### config.mk
export PLATFORM = sky130hd
export DESIGN_NAME = bin2bcd_seq
export DESIGN_NICKNAME = d
export VERILOG_FILES = /design/src/rtl/bin2bcd_seq.sv
export SDC_FILE = /design/constraint.sdc
export NUM_CORES = 1
export LEC_CHECK = 0
export ABC_AREA = 0
export ABC_CLOCK_PERIOD_IN_PS = 1650
export CAP_MARGIN = 10
export CORE_ASPECT_RATIO = 0.5
export CORE_MARGIN = 5
export CORE_UTILIZATION = 54
export CTS_BUF_LIST = sky130_fd_sc_hd__clkbuf_8 sky130_fd_sc_hd__clkbuf_16
export DETAILED_ROUTE_END_ITERATION = 8
export MAX_ROUTING_LAYER = met4
export PLACE_DENSITY = 0.91
export SLEW_MARGIN = 30
export SYNTH_ARGS = -nofsm -noshare
export SYNTH_HDL_FRONTEND = slang
export SYNTH_SLANG_ARGS = --single-unit
### constraint.sdc
create_clock -name clk -period 1.65 [get_ports clk]
set_input_delay 0.33 -clock clk [delete_from_list [all_inputs] [get_ports clk]]
set_output_delay 0.33 -clock clk [all_outputs]
set_load 0.005 [all_outputs]
### src/rtl/bin2bcd_seq.sv
// bin2bcd_seq: sequential shift-and-add-3 binary-to-BCD converter, one bit
// per clock. The result feeds a 4-digit 7-segment driver: BCD0 is the
// thousands digit and BCD3 is the units digit.
// Inputs above MAX_VAL produce all-0xF digits with ovf=1. The display
// blanks non-BCD codes.
// Optional build macro BIN2BCD_LZB_EN enables leading-zero blanking: zero
// digits among BCD0..BCD2, up to the first non-zero digit, become 0xF.
module bin2bcd_seq #(
    parameter int WIDTH   = 14,
    parameter int MAX_VAL = 9999
) (
    input  logic             clk,
    input  logic             reset,
    input  logic [WIDTH-1:0] bin,
    input  logic             start,
    output logic             busy,
    output logic             done,
    output logic             ovf,
    output logic [3:0]       BCD0,
    output logic [3:0]       BCD1,
    output logic [3:0]       BCD2,
    output logic [3:0]       BCD3
);

    localparam int CW = $clog2(WIDTH + 1);
    localparam logic [CW-1:0] LAST_CNT = CW'(WIDTH - 1);
    localparam logic [31:0]   MAXV     = MAX_VAL;

    typedef enum logic [1:0] {S_IDLE, S_SHIFT, S_LOAD} state_t;

    state_t           r_state;
    state_t           w_next;
    logic [WIDTH-1:0] r_sh;
    logic [15:0]      r_acc;
    logic [CW-1:0]    r_cnt;
    logic             r_ovf_next;
    logic             r_ovf;
    logic             r_done;
    logic [15:0]      r_bcd;
    logic [15:0]      w_adj;
    logic [15:0]      w_digits;
    logic             w_ovf_in;

    assign w_ovf_in = {{(32-WIDTH){1'b0}}, bin} > MAXV;

    assign busy = (r_state == S_SHIFT);
    assign done = r_done;
    assign ovf  = r_ovf;
    assign BCD0 = r_bcd[15:12];
    assign BCD1 = r_bcd[11:8];
    assign BCD2 = r_bcd[7:4];
    assign BCD3 = r_bcd[3:0];

    // State register; reset dominates everything, including a same-cycle start.
    always_ff @(posedge clk) begin
        if (reset) r_state <= S_IDLE;
        else       r_state <= w_next;
    end

    // Next-state logic. A start seen outside IDLE is ignored, not queued.
    always_comb begin
        w_next = r_state;
        case (r_state)
            S_IDLE:  if (start) w_next = S_SHIFT;
            S_SHIFT: if (r_cnt == LAST_CNT) w_next = S_LOAD;
            S_LOAD:  w_next = S_IDLE;
            default: w_next = S_IDLE;
        endcase
    end

    // Add-3 correction on every nibble >= 5, applied in parallel before the shift.
    always_comb begin
        w_adj = r_acc;
        for (int g = 0; g < 4; g++) begin
            if (r_acc[4*g +: 4] >= 4'd5) w_adj[4*g +: 4] = r_acc[4*g +: 4] + 4'd3;
        end
    end

    // Output formatting at LOAD: overflow forces all 0xF; optional leading-zero blanking.
    always_comb begin
        w_digits = r_acc;
        if (r_ovf_next) begin
            w_digits = 16'hFFFF;
        end else begin
`ifdef BIN2BCD_LZB_EN
            if (r_acc[15:12] == 4'd0) begin
                w_digits[15:12] = 4'hF;
                if (r_acc[11:8] == 4'd0) begin
                    w_digits[11:8] = 4'hF;
                    if (r_acc[7:4] == 4'd0) w_digits[7:4] = 4'hF;
                end
            end
`else
            w_digits = r_acc;
`endif
        end
    end

    // Datapath: capture on start, then shift. Digits and ovf change only in LOAD.
    always_ff @(posedge clk) begin
        if (reset) begin
            r_sh       <= '0;
            r_acc      <= '0;
            r_cnt      <= '0;
            r_ovf_next <= 1'b0;
            r_ovf      <= 1'b0;
            r_done     <= 1'b0;
            r_bcd      <= '0;
        end else begin
            r_done <= (r_state == S_LOAD);
            case (r_state)
                S_IDLE: begin
                    if (start) begin
                        r_sh       <= bin;
                        r_acc      <= '0;
                        r_cnt      <= '0;
                        r_ovf_next <= w_ovf_in;
                    end
                end
                S_SHIFT: begin
                    // The bit leaving w_adj[15] is discarded; that only happens on overflow.
                    r_acc <= {w_adj[14:0], r_sh[WIDTH-1]};
                    r_sh  <= {r_sh[WIDTH-2:0], 1'b0};
                    r_cnt <= r_cnt + CW'(1);
                end
                S_LOAD: begin
                    r_bcd <= w_digits;
                    r_ovf <= r_ovf_next;
                end
                default: ;
            endcase
        end
    end

endmodule

# After elaboration in Yosys (flattened, before gate mapping)
# Cells that the tools add are included.
[word_totals]
register_bits = 55
inputBits = 17
wordCells = 42
[classes]
n_mux = 14
n_addsub = 5
n_lt_le_gt_ge = 5
n_reduce_logical = 5
eq_ne = 5
[ops]
columns = ["op", "n"]
rows = [
  ["16-bit two-way mux", 2],
  ["16-bit one-hot mux with 2 select lines", 1],
  ["14-bit one-hot mux with 2 select lines", 1],
  ["4-bit by 3-bit greater-or-equal comparator with 1-bit output, second input constant", 4],
  ["4-bit two-way mux", 4],
  ["14-bit greater-than comparator, second input constant", 1],
  ["14-bit two-way mux", 1],
  ["4-bit by 2-bit adder with 4-bit output, second input constant", 3],
  ["4-bit one-hot mux with 2 select lines", 1],
  ["2-bit AND reduction", 3],
  ["4-bit by 1-bit adder with 4-bit output, second input constant", 1],
  ["4-bit equality test, second input constant", 1],
  ["2-bit two-way mux", 2],
  ["2-bit one-hot mux with 2 select lines", 1],
  ["3-bit by 2-bit adder with 3-bit output, second input constant", 1],
  ["3-bit two-way mux", 1],
  ["2-bit by 1-bit equality test with 1-bit output, second input constant", 1],
  ["2-bit equality test, second input constant", 1],
  ["2-bit zero test", 1],
  ["2-bit by 1-bit != test with 1-bit output, second input constant", 1],
  ["2-bit != test, second input constant", 1],
  ["2-bit nonzero test", 1],
]

# Longest topological paths before layout
[logic_depth]
ltp_word = 3
mapped_depth = 6
depth_no_buf = 6

# Worst setup path after synthesis
# No wires, ideal clock.
[synth_path]
path_type = "reg-to-reg"
start = "reg r_acc[9]"
end = "reg r_acc[10]"
t_arrival_ps = 1251
slack_ps = 282
setup_time_ps = 117
stages_incl_launch_ff = 7
t_required_ps = 1533
synth_period_minus_slack_ps = 1368
n_path_buf = 0
cell_sequence = "dfxtp_1 -> inv_1 -> ha_1 -> nand2b_1 -> a21oi_1 -> mux2i_1 -> a22o_1"
[synth_between]
elab_chain_cells = 3
word_cells_on_any_way = 4
[synth_lines]
columns = ["element", "line", "source"]
rows = [
  ["from (decl)", "34", "logic [15:0] r_acc;"],
  ["from (signal assigned)", "122", "r_acc <= {w_adj[14:0], r_sh[WIDTH-1]};"],
  ["4-bit by 2-bit adder with 4-bit output / 4-bit by 3-bit greater-or-equal comparator with 1-bit output (equally long branches)", "75", "if (r_acc[4*g +: 4] >= 4'd5) w_adj[4*g +: 4] = r_acc[4*g +: 4] + 4'd3;"],
  ["4-bit two-way mux (*)", "75", ""],
  ["16-bit one-hot mux with 2 select lines (*)", "111", "case (r_state)"],
]
# Mark *: on every way between the ends. The rest lies on a longest branch, timed or not.
# A chain may end at the register's enable or synchronous reset.

# Worst setup path in the final report
[layout_path]
start = "reg r_acc[1]"
end = "reg r_acc[2]"
# The elaborated chain is that of the path after synthesis.

==> run summary <==
========================================================================================================
Result of the run                                                                              completed
Total placed cells including tap cells                                                               394
Xor and xnor area share after synthesis                                                            2.41%
Setup Crit Path Kind                                                                             reg2reg
Yosys cell types                                                                                      31
Maximum VDD drop                                                                              0.000370 V
1st-iter DRT viols                                                                                    71
TritonCTS Sinks                                                                                       55
Total die area                                                                              0.00627 mm^2
Post-place instance area                                                                    0.00295 mm^2
Data required, critical path                                                                     1920 ps
Number of warnings issued by yosys                                                                     0
Vias per Instance                                                                                   5.48
Setup Slack @ Placement                                                                          -234 ps
Number of detailed-routing iterations run before antenna repair                                        4
Layout Skew                                                                                      10.6 ps
Clock insertion delay at the later pin of the skew report                                         320 ps
Post-synthesis to final-layout area growth                                                         20.4%
Top area cells in the synthesized netlist                                                   dfxtp_1 (43%), nor2_1 (13%), a211oi_1 (5.3%)
Final standard cell count with taps included and fillers excluded                                    402
Min-Delay Path Class                                                                             reg2reg
Crit start category                                                                                 flop
Mean cell area of the mapped netlist                                                           8.10 um^2
Largest net degree at the start of global routing                                                     39
Number of flops mapped to enable cells by yosys                                                        0
Largest area contributor in the netlist                                                          dfxtp_1
Post-synthesis sequential area ratio                                                               43.3%
Number of design rule violations left after detail routing                                             0
CP cell instances                                                                           inv_1 > ha_1 > nand2b_1 > a21oi_2 > mux2i_1 > a22o_1
Most frequent cells in the layout                                                           nor2_1 (86), dfxtp_1 (54), clkdlybuf4s50_1 (34), a21oi_1 (19), a211oi_1 (18)
Final count of hold timing violations                                                                  0
Area fraction in compound gates after synthesis                                                    16.3%
TritonCTS buffer count                                                                                 5
Post-route setup TNS                                                                                0 ps
Routed Antenna Nets                                                                                    0
Async set-reset flop share out of synthesis                                                           0%
P_sw                                                                                          0.000624 W
Share of power burned in registers                                                                 57.0%
Initial core utilization                                                                           57.0%
Synth Area in Simple Gates                                                                         24.8%
Via count of the first global-routing pass                                                          2101
Num rows                                                                                              17
WHS                                                                                               499 ps
Maximum capacitance violations                                                                         0
Most common cell after layout, fill and taps aside                                                nor2_1
Post-cts hold buffer count                                                                             0
Transition time at the pin with the least slew margin                                             783 ps
Fraction of the cycle the final worst path needs                                                   93.2%
CTS tree                                                                                            done
Power Density                                                                                799 mW/mm^2
Average wire per cell in the routed design                                                       13.8 um
Post-Synthesis Net Count                                                                             341
Post-Synth Adder-Cell Area                                                                         4.92%
Synthesized netlist cell count                                                                       314
Area of the mapped netlist                                                                  0.00254 mm^2
Num ports                                                                                             36
Total overflow reported by the global router                                                           0
Main flop type after synthesis                                                                   dfxtp_1
Number of levels the H-tree was split into                                                             2
Rel. slew slack                                                                                    47.6%
Antenna violations before repair                                                                       0
Setup slack after layout                                                                          113 ps
Fraction of power spent switching nets                                                             25.5%
RSZ-0062 raised after global routing                                                               false
Area of all placed cells without fillers                                                    0.00306 mm^2
Drt total wl                                                                                     5.56 mm
Final min period                                                                                 1540 ps
Kind of end point of the critical path                                                              flop
Die X                                                                                             107 um
Port Buffer Count                                                                                     35
Clock Path Buffers                                                                                     2
GRT Total Usage                                                                                    19.6%
Count of state elements after synthesis                                                               55
Share of cell area taken by muxes after synthesis                                                  2.41%
Global placement routability congestion                                                            0.855
Arrival time at the worst endpoint                                                               1810 ps
Die Y                                                                                            58.5 um
Number of endpoints failing setup at the final stage                                                   0
Largest family of logic cells by synthesized area                                           simple AND/OR/NAND/NOR gates
Area share of the leading cell type in the synthesized netlist                                     43.3%
Leakage power                                                                                    1.16 nW
Core ar.                                                                                    0.00447 mm^2
Pins Over Slew Limit                                                                                   0
Diode count                                                                                            0
Fraction of final layout cells with drive strength greater than 1                                  7.83%
Final net count                                                                                      371
First-pass GRT wire length                                                                       9.50 mm
Post-CTS clock slew at the launch and capture registers of the worst setup and hold paths         100 ps
Post-DP HPWL                                                                                     3.85 mm
Clk Tree Root Cell                                                                              clkbuf_8
Combinational cell fraction of total power                                                         10.4%
Top fanout value on the critical path                                                                  4
Cell-internal power                                                                            0.00182 W
Clock network fraction of design power                                                             32.6%
Overall via count from detail_route                                                                 2203
Achievable frequency                                                                             651 MHz
Slowest cell on the critical path                                                                dfxtp_1
Critical Path Max Stage Delay                                                                     380 ps
========================================================================================================
stage by stage:
stage	utilization, %	total power, W
floorplan	-	0.00158
global placement	65.9	0.00166
detailed placement	65.9	0.00168
CTS	68.3	0.00246
global route	68.6	0.00255
finish	68.6	0.00245
worst max-delay path, delay by kind of cell (launching register included):
family / cells / cell delay [ps]
AND/OR/NAND/NOR: 1 / 150
adder cells (fa/ha/maj): 1 / 190
flip-flops: 1 / 380
multiplexers: 1 / 260
buffers and inverters: 1 / 100
AO/OA/AOI/OAI: 2 / 390
area by class of cell:
class,instances,area (um^2)
inverters,10,37.5
well taps,57,71.3
fillers,360,1400
repair buffers,45,437
multi-input cells,227,1320
clock inverters,2,16.3
flip-flops and latches,55,1100
clock buffers,6,82.6
sequential cells by signal (all words and copies together), names as in the netlist:
signal / cells
r_bcd: 16
r_state: 2
ovf: 1
r_cnt: 4
r_acc: 16
done: 1
r_sh: 14
r_ovf_next: 1
cells in the mapped netlist, types with 2 or more instances:
library cell and number:
a22oi_1 3, nor3_1 17, buf_2 11, buf_6 2
xor2_1 3, xnor2_1 4, o21ai_0 9, clkbuf_1 6
nand3_1 7, a211oi_1 18, nor2b_1 15, a21oi_1 22
nor2_1 86, buf_1 3, a22o_1 11, mux2i_1 5
inv_1 10, ha_1 10, dfxtp_1 55, nand2b_1 6
repair_timing:
item,4_1_cts,5_1_grt
buffers inserted,0,0
setup endpoints to repair,1,5
endpoints found under the hold margin,0,0
gates resized for setup,3,3
cell families after synthesis:
group | after synthesis
fa+ha+maj | 10
simple gates | 140
flops | 55
compound gates | 64
xor+xnor | 7
mux | 6
buf+inv | 32
power by group through the flow:
| stage | Sequential (W) | Combinational [W] | Clock (W) |
|---|---|---|---|
| 3_3_place_gp | 0.00142 | 0.000241 | 0 |
| 3_5_place_dp | 0.00142 | 0.000253 | 0 |
| 4_1_cts | 0.00139 | 0.000255 | 0.000813 |
| 2_1_floorplan | 0.00141 | 0.000171 | 0 |
| 6_report | 0.00140 | 0.000254 | 0.000798 |
| 5_1_grt | 0.00140 | 0.000285 | 0.000865 |
routing by layer:
metal,track usage [%],wire length [um]
met2,32.0,2580
met3,4.05,327
met5,-,0
met4,9.47,87
met1,23.5,2560
final timing paths:
kind	start	to	slack, ps	cells after the start
setup / recovery	r_acc[1]	r_acc[2]	110	6
hold / removal	r_sh[11]	r_sh[11]	500	2
setup reg to reg	r_acc[1]	r_acc[2]	110	6
hold reg to reg	r_sh[11]	r_sh[11]	500	2
Power figures use the tool's default switching activity.
